[config.mk]
export PLATFORM = sky130hd
export DESIGN_NAME = dff_fifo
export DESIGN_NICKNAME = d
export VERILOG_FILES = /design/src/rtl/dff_fifo.sv
export SDC_FILE = /design/constraint.sdc
export NUM_CORES = 1
export LEC_CHECK = 0
export BUFFER_PORTS_ARGS = -buffer_cell sky130_fd_sc_hd__buf_2
export CAP_MARGIN = 30
export CORE_ASPECT_RATIO = 0.8
export CORE_MARGIN = 2
export CORE_UTILIZATION = 46
export CTS_CLUSTER_DIAMETER = 50
export DETAILED_ROUTE_END_ITERATION = 7
export HOLD_SLACK_MARGIN = 0.1
export PLACE_DENSITY = 0.76
export SLEW_MARGIN = 10
export SYNTH_ARGS = -nofsm -noshare
export SYNTH_HDL_FRONTEND = slang
export SYNTH_SLANG_ARGS = --single-unit
[constraint.sdc]
create_clock -name clk -period 5.1 [get_ports clk]
set_input_delay 1.02 -clock clk [delete_from_list [all_inputs] [get_ports clk]]
set_output_delay 1.02 -clock clk [all_outputs]
set_load 0.03 [all_outputs]
[src/rtl/dff_fifo.sv]
// Synchronous show-ahead FIFO built from flip-flop storage, with occupancy
// count and sticky overflow/underflow flags.
module dff_fifo #(
  parameter int WIDTH = 16,
  parameter int DEPTH = 4
) (
  input  logic               clk,
  input  logic               rst_n,
  input  logic               clr,
  input  logic               push,
  input  logic [WIDTH-1:0]   push_data,
  input  logic               pop,
  output logic [WIDTH-1:0]   pop_data,
  output logic               empty,
  output logic               full,
  output logic [$clog2(DEPTH):0] count,
  output logic               overflow,
  output logic               underflow
);

  localparam int PTR_W = $clog2(DEPTH);
  localparam int CNT_W = PTR_W + 1;

  logic [WIDTH-1:0] mem_q [DEPTH];

  logic [PTR_W-1:0] wr_ptr_q, wr_ptr_d;
  logic [PTR_W-1:0] rd_ptr_q, rd_ptr_d;
  logic [CNT_W-1:0] count_q, count_d;
  logic             overflow_q, overflow_d;
  logic             underflow_q, underflow_d;
  logic             push_acc, pop_acc, wr_en;

  assign empty     = (count_q == '0);
  assign full      = (count_q == CNT_W'(DEPTH));
  assign count     = count_q;
  assign overflow  = overflow_q;
  assign underflow = underflow_q;
  assign pop_data  = empty ? '0 : mem_q[rd_ptr_q];

  // A pop on a full FIFO frees the slot the simultaneous push lands in.
  assign push_acc = push && (!full || pop);
  assign pop_acc  = pop && !empty;
  assign wr_en    = push_acc && !clr;

  always_comb begin
    wr_ptr_d    = wr_ptr_q;
    rd_ptr_d    = rd_ptr_q;
    count_d     = count_q;
    overflow_d  = overflow_q;
    underflow_d = underflow_q;
    if (clr) begin
      wr_ptr_d    = '0;
      rd_ptr_d    = '0;
      count_d     = '0;
      overflow_d  = 1'b0;
      underflow_d = 1'b0;
    end else begin
      if (push_acc) wr_ptr_d = wr_ptr_q + PTR_W'(1);
      if (pop_acc)  rd_ptr_d = rd_ptr_q + PTR_W'(1);
      if (push_acc && !pop_acc)      count_d = count_q + CNT_W'(1);
      else if (!push_acc && pop_acc) count_d = count_q - CNT_W'(1);
      if (push && full && !pop) overflow_d  = 1'b1;
      if (pop && empty)         underflow_d = 1'b1;
    end
  end

  always_ff @(posedge clk or negedge rst_n) begin
    if (!rst_n) begin
      wr_ptr_q    <= '0;
      rd_ptr_q    <= '0;
      count_q     <= '0;
      overflow_q  <= 1'b0;
      underflow_q <= 1'b0;
    end else begin
      wr_ptr_q    <= wr_ptr_d;
      rd_ptr_q    <= rd_ptr_d;
      count_q     <= count_d;
      overflow_q  <= overflow_d;
      underflow_q <= underflow_d;
    end
  end

  // Storage carries no reset; only the control state decides what is valid.
  always_ff @(posedge clk) begin
    if (wr_en) mem_q[wr_ptr_q] <= push_data;
  end

endmodule

* Word-level counts from Yosys, hierarchy flattened
Memory sizes are Yosys's and may differ from the RTL's.
Cells that the tools add are included.
** Storage, ports and cells
- Bits in registers :: 9
- Latch bits :: 0
- Bits in writable memories :: 64
- Bits in read-only memories :: 0
- Bits of input ports :: 21
- Output and inout bits :: 23
- Logic and storage cells :: 46
- Memories :: 1
** Cells by class
- $add $sub $neg :: 4
- Multiply operators :: 0
- Divide/modulo/power cells :: 0
- Magnitude comparators :: 0
- Equal/unequal tests :: 1
- Shifts and indexed selects :: 0
- Muxes and demuxes :: 14
- Bitwise logic cells :: 0
- Reduce and logical (&&, ||, !) cells :: 21
** Memories
- mem_q :: words 4, bits a word 16, read ports 1, clocked after Yosys merged registers in 0, write ports 1, line 24 : logic [WIDTH-1:0] mem_q [DEPTH];
** Operators with widths (number)
- $mux 16 :: 1
- $mux 3 :: 3
- $logic_and 1x1->1 :: 8
- $mux 2 :: 4
- $reduce_bool 2->1 :: 4
- $logic_not 1->1 :: 6
- $mux 1 :: 6
- $add 2x1->2 const B :: 2
- $add 3x1->3 const B :: 1
- $eq 3x3->1 const B :: 1
- $logic_not 3->1 :: 1
- $reduce_bool 3->1 :: 1
- $sub 3x1->3 const B :: 1
- $logic_or 1x1->1 :: 1

* Depth between registers and ports, before layout
Gate-level depths: netlist of the first run.
- Depth after elaboration :: 9
- Gate-level depth with buffers :: 8
- Gate-level depth less buffers :: 7

* Worst setup path after synthesis of the first run
No wires, ideal clock.
- Path type :: input to register
- From :: input port push
- To :: memory mem_q[0][0] (enable)
- Data arrival time :: 2.814 ns
- Data required time :: 4.687 ns
- Slack :: 1.873 ns
- Cell stages on the path :: 3
- Path through :: clkbuf_1 > o21ai_0 > nor3b_1
** On the way
- Word-level cells in the longest chain between the ends :: 4
** RTL lines
- from (decl) :: line 10 : input logic push,
- $logic_and 1x1->1 :: line 41 : assign push_acc = push && (!full || pop);
- $logic_and 1x1->1 :: line 43 : assign wr_en = push_acc && !clr;
- $mux 1 :: line 85 : if (wr_en) mem_q[wr_ptr_q] <= push_data;
- $mux 1 (implied by the code) :: line 85
- to (decl) :: line 24
Every way passes these cells.

* Final worst setup path of the first run
- From :: register rd_ptr_q[0]
- To :: output port pop_data[2]
** On the way
- Word-level cells in the longest chain between the ends :: 2
** RTL lines
- from (decl) :: line 27 : logic [PTR_W-1:0] rd_ptr_q, rd_ptr_d;
- from (signal assigned) :: line 76 : rd_ptr_q <= rd_ptr_d;
- $mem_v2 4x16
- $mux 16 :: line 38 : assign pop_data = empty ? '0 : mem_q[rd_ptr_q];
- to (decl) :: line 13 : output logic [WIDTH-1:0] pop_data,
Every way passes these cells.

==> metrics.yaml, run 1 <==
synth:
  async_flop_share_pct: 12.3
  postSynthCellCount: 170
  synthTopCellsByArea: "edfxtp_1, mux4_2, dfrtp_1, and2b_1, ha_1"
  ys.flop_type: "edfxtp_1"
  synth.most_common_cell: "edfxtp_1"
  yosys-top-cells-count: "edfxtp_1, mux4_2, nor2_1"
  synth_top_cell_by_area: "edfxtp_1"
  synthMuxAreaShare_pct: 13.2
  synthSimpleGateAreaFrac_pct: 8.16
  synth-xor-area-share_pct: 0.853
  synth_nets: 196
  synth-seq-cells: 73
  syn-cell-area_um2: 3080
  syn_avg_cell_area_um2: 18.1
  seq_area_frac_synth_pct: 69.7
  synth_top_family_by_area: "multiplexers"
  yosys_warnings: 0
  netlist.area_leader.share_pct: 62.4
  synth_edf_count: 64
  synth_cell_types: 36
  synth_compound_area_share_pct: 3.09
  synthAdderAreaFrac_pct: 2.27
power_and_ir_drop:
  p_switching_uw: 645
  internal-power_uw: 1150
  p_leak_uw: 0.00132
  max-vdd-ir-drop_mv: 0.219
  pwr-share-comb_pct: 37.7
  swShare_pct: 35.9
  report.power.total_uw: 1790
  pwr-share-seq_pct: 41.7
  power.share.clock_pct: 20.6
  powerDensity_nw_per_um2: 499
setup_path:
  crit_chain: "buf_16 > mux4_2 > and2b_1 > buf_2"
  crit_start: "rd_ptr_q[0]"
  worstPathArrival_ns: 2.02
  crit_type: "reg2out"
  crit_path_top_delay_cell: "dfrtp_1"
  startpoint_type: "flop"
  path_max_fanout: 13
  reg2reg_from: "count[2]"
  slowest_delay_ns: 0.62
  worst_ep_required_time_ns: 4.08
  endpoint_kind: "output pin"
die:
  core-area_um2: 6440
  rows: 26
  die_w_um: 95.5
  ios: 44
  initial_core_util_pct: 47.8
  die_y_um: 77.2
  dieArea_um2: 7370
route:
  drtIter0Drc: 66
  postRouteAntennaNets: 0
  wl_per_cell_um: 16.8
  vias: 1640
  dr.pass1.iters: 4
  drc: 0
  post_drt_via_cell_ratio: 5.32
  drt_wl_total_mm: 5.17
sta:
  fin_crit_sh_pct: 59.7
  tightest_slew_ns: 0.773
  fin_crit_ns: 3.04
  max_slew_margin_pct: 48.5
  setup_tns_ns: 0
  rsz0062_at_grt: "no"
  fin_ws_ns: 2.06
  hold_violations: 0
  max_freq_ghz: 0.329
  setup-violations-final: 0
  maxSlewViolCount: 0
  finalClockSkew_ns: 0.00831
clocking:
  cts_buffers: 9
  path_clk_slew_ns: 0.07
  ctsHoldBuffers: 0
  clk_latency_ns: 0.34
  clockBufferDepth: 2
  h-tree-depth: 3
  cts_root_buf: "clkbuf_8"
  ctsResizeCount: 0
  tritoncts: "yes"
  numClockSinks: 73
  cts_setup_buffers: 0
finish:
  drive_gt1_share_pct: 40.6
  stdcell_area_um2: 3590
  multi_input_area_um2: 876
  register_area_um2: 2150
  nFillCells: 526
  fin_nets: 245
  syn2layout_area_growth_pct: 16.6
  diodes: 0
placement:
  dp_hpwl_mm: 3.40
  placed_area_um2: 3430
  pre_cts_ws_ns: 2.38
  place_congestion: 0.811
  io_buffers: 43
worst_hold_path:
  hold_class: "reg2reg"
  min-delay-start: "underflow"
outcome:
  outcome: "complete, no violations"
flow_run:
  cap_viol_max_count: 0
grt:
  grt_use_total_pct: 15.5
  grt_pass1_vias: 1594
  overflow: 0
  grt_antenna_before_repair: 0
  grt_pass1_wl_mm: 8.10
  grt_max_degree: 18
state kept, by name (all words and copies together) (netlist names):
| register | flops |
|---|---|
| overflow | 1 |
| rd_ptr_q | 2 |
| wr_ptr_q | 2 |
| mem_q | 64 |
| count | 3 |
| underflow | 1 |
critical path: cells and delay by family, from the launching register on:
kind	cells	cell delay [ns]
buffers and inverters	2	0.40
DFF	1	0.62
muxes	1	0.50
and+or+nand+nor	1	0.18
placed cells by master, fill, tap and decap left out, types with 2 or more instances in the layout:
| cell | netlist | routed |
|---|---|---|
| buf_2 | 3 | 43 |
| nand2b_1 | 3 | 3 |
| clkbuf_8 | 0 | 9 |
| clkinv_2 | 0 | 3 |
| and2b_1 | 8 | 8 |
| xor2_1 | 2 | 2 |
| nor2b_1 | 8 | 8 |
| nor2_1 | 13 | 13 |
| buf_4 | 3 | 4 |
| edfxtp_1 | 64 | 64 |
| nor3b_2 | 0 | 4 |
| mux4_2 | 16 | 16 |
| inv_1 | 5 | 5 |
| a31oi_1 | 2 | 2 |
| dfrtp_1 | 9 | 9 |
| mux2_2 | 2 | 2 |
| ha_1 | 4 | 4 |
cell families after synthesis:
kind of cell | after synthesis
mux | 20
xor+xnor | 3
simple gates | 42
compound gates | 11
buf+inv | 16
flops | 73
fa+ha+maj | 5
metrics by stage:
stage	std cells	util, %	hold slack, ns
2_1_floorplan	170	-	0.555
3_3_place_gp	290	52.7	0.498
3_5_place_dp	292	53.3	0.504
4_1_cts	308	55.8	0.511
5_1_grt	308	55.8	0.523
6_report	308	55.8	0.517
layer usage:
| layer | vias up | global-route usage [%] | share of wire [%] |
|---|---|---|---|
| li1 | 749 | - | - |
| met5 | - | 0 | 0 |
| met2 | 54 | 24.6 | 50 |
| met1 | 830 | 20.2 | 44 |
| met4 | 0 | 3.86 | 0.99 |
| met3 | 7 | 5.89 | 5.4 |
area by class of cell:
cell class	count	share of cell area, %
flip-flops and latches	73	59.7
multi-input cells	81	24.4
repair buffers	49	7.90
clock buffers	10	3.55
well taps	84	2.92
clock inverters	6	0.975
inverters	5	0.522
path summary, 6_finish.rpt:
check                          endpoint  slack, ns  depth (start not counted)
setup reg to reg           mem_q[0][14]       2.93                          4
setup / recovery            pop_data[2]       2.06                          4
max in group asynchronous   wr_ptr_q[1]       4.38                          1
hold reg to reg               underflow       0.52                          2
hold / removal                underflow       0.52                          2
min in group asynchronous      overflow       0.53                          1
power groups by stage:
stage	Sequential [µW]	Clock (µW)	Combinational, µW
global route	756	407	730
CTS	749	386	688
finish	747	370	677
global placement	782	0	617
floorplan	746	0	513
detailed placement	762	0	685
Power figures use the tool's default switching activity.
==> inputs of run 2 (changes only) <==
==> constraint.sdc (replaced) <==
create_clock -name clk -period 2.88 [get_ports clk]
set_input_delay 0.576 -clock clk [delete_from_list [all_inputs] [get_ports clk]]
set_output_delay 0.576 -clock clk [all_outputs]
set_load 0.03 [all_outputs]
==> metrics.yaml, run 2 (synthesized netlist as in run 1, its figures left out) <==
finish:
  fin_nets: 250  # was 245
  diodes: 0  # unchanged
  fin_util_pct: 56.8  # was 55.8%
  drive_gt1_share_pct: 41.5  # was 40.6%
  final_cell_mix: "edfxtp_1, buf_2, mux4_2, nor2_1, buf_4"  # was edfxtp_1, buf_2, mux4_2, nor2_1
  largest_register_ffs: 64  # unchanged
  final_common_cell: "edfxtp_1"  # unchanged
  syn2layout_area_growth_pct: 18.6  # was 16.6%
  regMostFlops: "mem_q"  # unchanged
setup_path:
  worstPathArrival_ns: 1.90  # was 2.02 ns
  crit_type: "reg2out"  # unchanged
  worst_ep_required_time_ns: 2.30  # was 4.08 ns
  path_max_fanout: 10  # was 13
  startpoint_type: "flop"  # unchanged
  endpoint_kind: "output pin"  # unchanged
power_and_ir_drop:
  power.share.clock_pct: 24.8  # was 20.6%
  pwr-share-seq_pct: 38.3  # was 41.7%
  max-vdd-ir-drop_mv: 0.511  # was 0.219 mV
  p_leak_uw: 0.00136  # was 0.00132 µW
  powerDensity_nw_per_um2: 916  # was 499 nW/µm²
  internal-power_uw: 2200  # was 1150 µW
  pwr-share-comb_pct: 36.9  # was 37.7%
  swShare_pct: 34.4  # was 35.9%
  p_switching_uw: 1150  # was 645 µW
clocking:
  cts_setup_buffers: 0  # unchanged
  clk_latency_ns: 0.34  # about the same
  tritoncts: "yes"  # unchanged
  cts_root_buf: "clkbuf_8"  # unchanged
  h-tree-depth: 3  # unchanged
  clockBufferDepth: 2  # unchanged
  path_clk_slew_ns: 0.07  # about the same
  cts_buffers: 9  # unchanged
  numClockSinks: 73  # unchanged
grt:
  grt_pass1_wl_mm: 8.45  # was 8.10 mm
  overflow: 0  # unchanged
  use_met3_pct: 5.70  # was 5.89%
  gr-usage-met2_pct: 23.6  # was 24.6%
  grtUsageMet1_pct: 22.4  # was 20.2%
  grt_max_degree: 18  # unchanged
  grt_antenna_before_repair: 0  # unchanged
  grt.busiest_layer: "met2"  # unchanged
  grt_use_total_pct: 16.0  # was 15.5%
  grt_pass1_vias: 1600  # was 1594
sta:
  setup_tns_ns: 0  # unchanged
  fin_crit_ns: 2.48
  fin_crit_sh_pct: 86.1
  max_freq_ghz: 0.403
  hold_violations: 0  # unchanged
  rsz0062_at_grt: "no"  # unchanged
  hold-worst-slack_ns: 0.449  # was 0.517 ns
  tightest_slew_ns: 0.603  # was 0.773 ns
  max_slew_margin_pct: 59.6  # was 48.5%
  setup-violations-final: 0  # unchanged
  maxSlewViolCount: 0  # unchanged
  finalClockSkew_ns: 0.00596  # was 0.00831 ns
  fin_ws_ns: 0.401  # was 2.06 ns
placement:
  io_buffers: 43  # unchanged
  place_congestion: 0.769  # was 0.811
  dp_hpwl_mm: 3.54  # was 3.40 mm
  pre_cts_ws_ns: 0.734  # was 2.38 ns
route:
  wl_per_cell_um: 16.8  # about the same
  drtIter0Drc: 118  # was 66
  dr.pass1.iters: 4  # unchanged
  postRouteAntennaNets: 0  # unchanged
  drc: 0  # unchanged
  post_drt_via_cell_ratio: 5.20  # was 5.32
  drt_wl_total_mm: 5.27  # was 5.17 mm
  vias: 1628  # was 1640
die:
  core-area_um2: 6440  # unchanged
  die_y_um: 77.2  # unchanged
  dieArea_um2: 7370  # unchanged
  rows: 26  # unchanged
  die_w_um: 95.5  # unchanged
  initial_core_util_pct: 47.8  # unchanged
  ios: 44  # unchanged
flow_run:
  cap_viol_max_count: 0  # unchanged
outcome:
  outcome: "complete, no violations"  # unchanged
worst_hold_path:
  hold_class: "in2reg"  # was reg2reg
## run 2: changes by cell type in the layout (fill, tap and decap cells not counted)
cell / change
clkbuf_1: -1
buf_6: -1
clkinv_1: +1
clkinv_4: -1
buf_16: -1
clkinv_2: -1
bufinv_16: +2
dlygate4sd3_1: +1
buf_4: +6
## run 2: worst paths after layout
check,startpoint,endpoint,slack [ns],cells past startpoint
setup / recovery,count[1],pop_data[9],0.40,4
hold / removal,push_data[10],mem_q[1][10],0.45,1
setup reg to reg,count[1],count[2],0.81,7
hold reg to reg,underflow,underflow,0.50,2
max in group asynchronous,rst_n,count[2],2.08,2
min in group asynchronous,rst_n,overflow,0.62,2
## run 2: repair_timing
item	4_1_cts	5_1_grt
hold endpoints to repair	9	0
hold buffers	1	0
resized for setup	0	0
## run 2: cell type report
| cell class | instances | area, µm² |
|---|---|---|
| Fill cell | 527 | 2790 |
| Sequential cell | 73 | 2150 |
| Multi-Input combinational cell | 81 | 876 |
| Timing Repair Buffer | 54 | 300 |
| Clock buffer | 9 | 124 |
| Tap cell | 84 | 105 |
| Clock inverter | 7 | 85.1 |
| Inverter | 5 | 18.8 |
## run 2: metrics by stage
step	area [µm²]	total power (µW)	std cells
finish	3660	3350	313
global route	3660	3520	313
CTS	3660	3390	313
detailed placement	3440	2560	296
global placement	3440	2540	296
floorplan	3080	2230	170
## run 2: power by group through the flow
stage	clock (µW)	combinational [µW]	sequential [µW]
after global placement	0	1240	1300
after floorplan	0	908	1320
after global routing	893	1340	1300
after CTS	854	1260	1280
after detailed placement	0	1250	1300
final	831	1240	1280
## run 2: layer usage
layer / vias up / routed length, µm
met2: 51 / 2500
met5: - / 0
met1: 813 / 2390
li1: 755 / -
met3: 9 / 288
met4: 0 / 83
## run 2: worst max-delay path, stage by stage, from the launching register on
cell and delay (ns):
dfrtp_1 0.48, nor3_2 0.56, buf_4 0.29, nor2b_1 0.06, buf_2 0.17
==> inputs of run 3 (changes only) <==
==> constraint.sdc (replaced) <==
create_clock -name clk -period 2.6 [get_ports clk]
set_input_delay 0.52 -clock clk [delete_from_list [all_inputs] [get_ports clk]]
set_output_delay 0.52 -clock clk [all_outputs]
set_load 0.03 [all_outputs]
==> metrics.yaml, run 3 (synthesized netlist as in run 1, its figures left out) <==
outcome:
  outcome: "complete, no violations"  # unchanged
finish:
  drive_gt1_share_pct: 41.4  # was 41.5%
  regMostFlops: "mem_q"  # unchanged
  syn2layout_area_growth_pct: 17.4  # was 18.6%
  largest_register_ffs: 64  # unchanged
  stdcell_area_um2: 3620  # was 3660 µm²
  diodes: 0  # unchanged
  fin_nets: 248  # was 250
  final_common_cell: "edfxtp_1"  # unchanged
  final_cell_mix: "edfxtp_1, buf_2, mux4_2, nor2_1"  # was edfxtp_1, buf_2, mux4_2, nor2_1, buf_4
  nFillCells: 533  # was 527
  final_cell_count_no_fill: 311  # was 313
grt:
  grt_pass1_vias: 1551  # was 1600
  grt_max_degree: 18  # unchanged
  grt_antenna_before_repair: 0  # unchanged
  grt_use_total_pct: 15.1  # was 16.0%
  overflow: 0  # unchanged
  grt_pass1_wl_mm: 7.97  # was 8.45 mm
sta:
  max_slew_margin_pct: 61.9  # was 59.6%
  max_freq_ghz: 0.421
  fin_crit_ns: 2.37
  hold-worst-slack_ns: 0.392  # was 0.449 ns
  hold_violations: 0  # unchanged
  setup-violations-final: 0  # unchanged
  tightest_slew_ns: 0.568  # was 0.603 ns
  finalClockSkew_ns: 0.00860  # was 0.00596 ns
  maxSlewViolCount: 0  # unchanged
  rsz0062_at_grt: "no"  # unchanged
  fin_crit_sh_pct: 91.3
setup_path:
  crit_start: "count[1]"  # unchanged
  endpoint_kind: "output pin"  # unchanged
  r2r_end: "count[2]"  # unchanged
  crit_type: "reg2out"  # unchanged
  regToRegSetupSlack_ns: 0.50  # was 0.81 ns
  worstPathArrival_ns: 1.85  # was 1.90 ns
  worst_ep_required_time_ns: 2.08  # was 2.30 ns
  path_max_fanout: 10  # unchanged
  startpoint_type: "flop"  # unchanged
  r2r_cells: 7  # unchanged
  reg2reg_from: "count[2]"  # was count[1]
die:
  die_w_um: 95.5  # unchanged
  initial_core_util_pct: 47.8  # unchanged
  core-area_um2: 6440  # unchanged
  ios: 44  # unchanged
  rows: 26  # unchanged
  dieArea_um2: 7370  # unchanged
  die_y_um: 77.2  # unchanged
placement:
  placed_area_um2: 3430  # was 3440 µm²
  dp.cells: 294  # was 296
  place_congestion: 0.891  # was 0.769
  io_buffers: 43  # unchanged
  dp_hpwl_mm: 3.35  # was 3.54 mm
clocking:
  cts_root_buf: "clkbuf_8"  # unchanged
  ctsResizeCount: 0  # unchanged
  cts_setup_buffers: 0  # unchanged
  h-tree-depth: 3  # unchanged
  clockBufferDepth: 2  # unchanged
  tritoncts: "yes"  # unchanged
  clk_latency_ns: 0.34  # about the same
  cts_buffers: 9  # unchanged
  path_clk_slew_ns: 0.08  # was 0.07 ns
  numClockSinks: 73  # unchanged
route:
  drc: 0  # unchanged
  post_drt_via_cell_ratio: 5.20  # about the same
  vias: 1617  # was 1628
  wl_per_cell_um: 16.3  # was 16.8 µm
  drtIter0Drc: 95  # was 118
  drt_wl_total_mm: 5.06  # was 5.27 mm
  postRouteAntennaNets: 0  # unchanged
  dr.pass1.iters: 4  # unchanged
power_and_ir_drop:
  max-vdd-ir-drop_mv: 0.536  # was 0.511 mV
  powerDensity_nw_per_um2: 978  # was 916 nW/µm²
  p_leak_uw: 0.00133  # was 0.00136 µW
worst_hold_path:
  hold_class: "in2reg"  # unchanged
  min-delay-start: "push_data[1]"  # was push_data[10]
  worstHoldEndpoint: "mem_q[1][1]"  # was mem_q[1][10]
  whs_path_depth: 1  # unchanged
flow_run:
  cap_viol_max_count: 0  # unchanged
[run 3: cell count changes in the layout (fill, tap and decap cells not counted)]
| cell | before | now |
|---|---|---|
| buf_12 | 0 | 1 |
| clkbuf_1 | 0 | 1 |
| clkinv_1 | 2 | 0 |
| clkinv_4 | 0 | 2 |
| clkinv_2 | 2 | 1 |
| clkinvlp_4 | 1 | 3 |
| bufinv_16 | 2 | 0 |
| buf_4 | 10 | 7 |
[run 3: layout make-up]
class                      instances  area [µm²]  share of cell area, %
clock buffer                      10         128                   3.53
clock inverter                     6        45.0                   1.25
inverter                           5        18.8                  0.519
multi-input combinational         81         876                   24.2
sequential                        73        2150                   59.4
tap                               84         105                   2.91
timing repair buffer              52         298                   8.23
[run 3: worst max-delay path by stage]
stage / to / slack, ns / cells past startpoint
after floorplan: mem_q[0][0] / -0.15 / 4
after detailed placement: pop_data[12] / 0.54 / 4
after global placement: pop_data[12] / 0.55 / 4
after CTS: pop_data[12] / 0.15 / 4
final: pop_data[14] / 0.23 / 4
after global routing: pop_data[10] / 0.08 / 4
[run 3: where the power goes]
group	leakage, µW	switching [µW]	internal [µW]
logic	0.000548	805	547
clock network	0.0000785	407	347
registers	0.000701	72.0	1360
total	0.00133	1280	2250
[run 3: what timing repair did]
item,CTS,global route
hold buffers,1,0
endpoints found under the setup margin,0,0
hold endpoints to repair,9,0
[run 3: critical path, cell delays in order, from the launching register on]
cell     delay, ns
dfrtp_1       0.47
nor3_2        0.54
buf_4         0.27
nor2b_1       0.06
buf_2         0.17
[run 3: through the flow]
| step | setup TNS (ns) | setup slack (ns) | power [µW] | util [%] |
|---|---|---|---|---|
| detailed placement | 0 | 0.535 | 2820 | 53.3 |
| global placement | 0 | 0.550 | 2810 | 53.3 |
| finish | 0 | 0.227 | 3540 | 56.2 |
| global route | 0 | 0.0845 | 3730 | 56.2 |
| floorplan | -9.75 | -0.152 | 2470 | - |
| CTS | 0 | 0.148 | 3590 | 56.2 |
[run 3: metal layers]
layer	track usage, %	share of wire, %	vias to the layer above
met5	0	0	-
met4	6.43	1.2	0
met3	5.30	6.3	7
li1	-	-	753
met1	20.9	45	801
met2	22.0	47	56
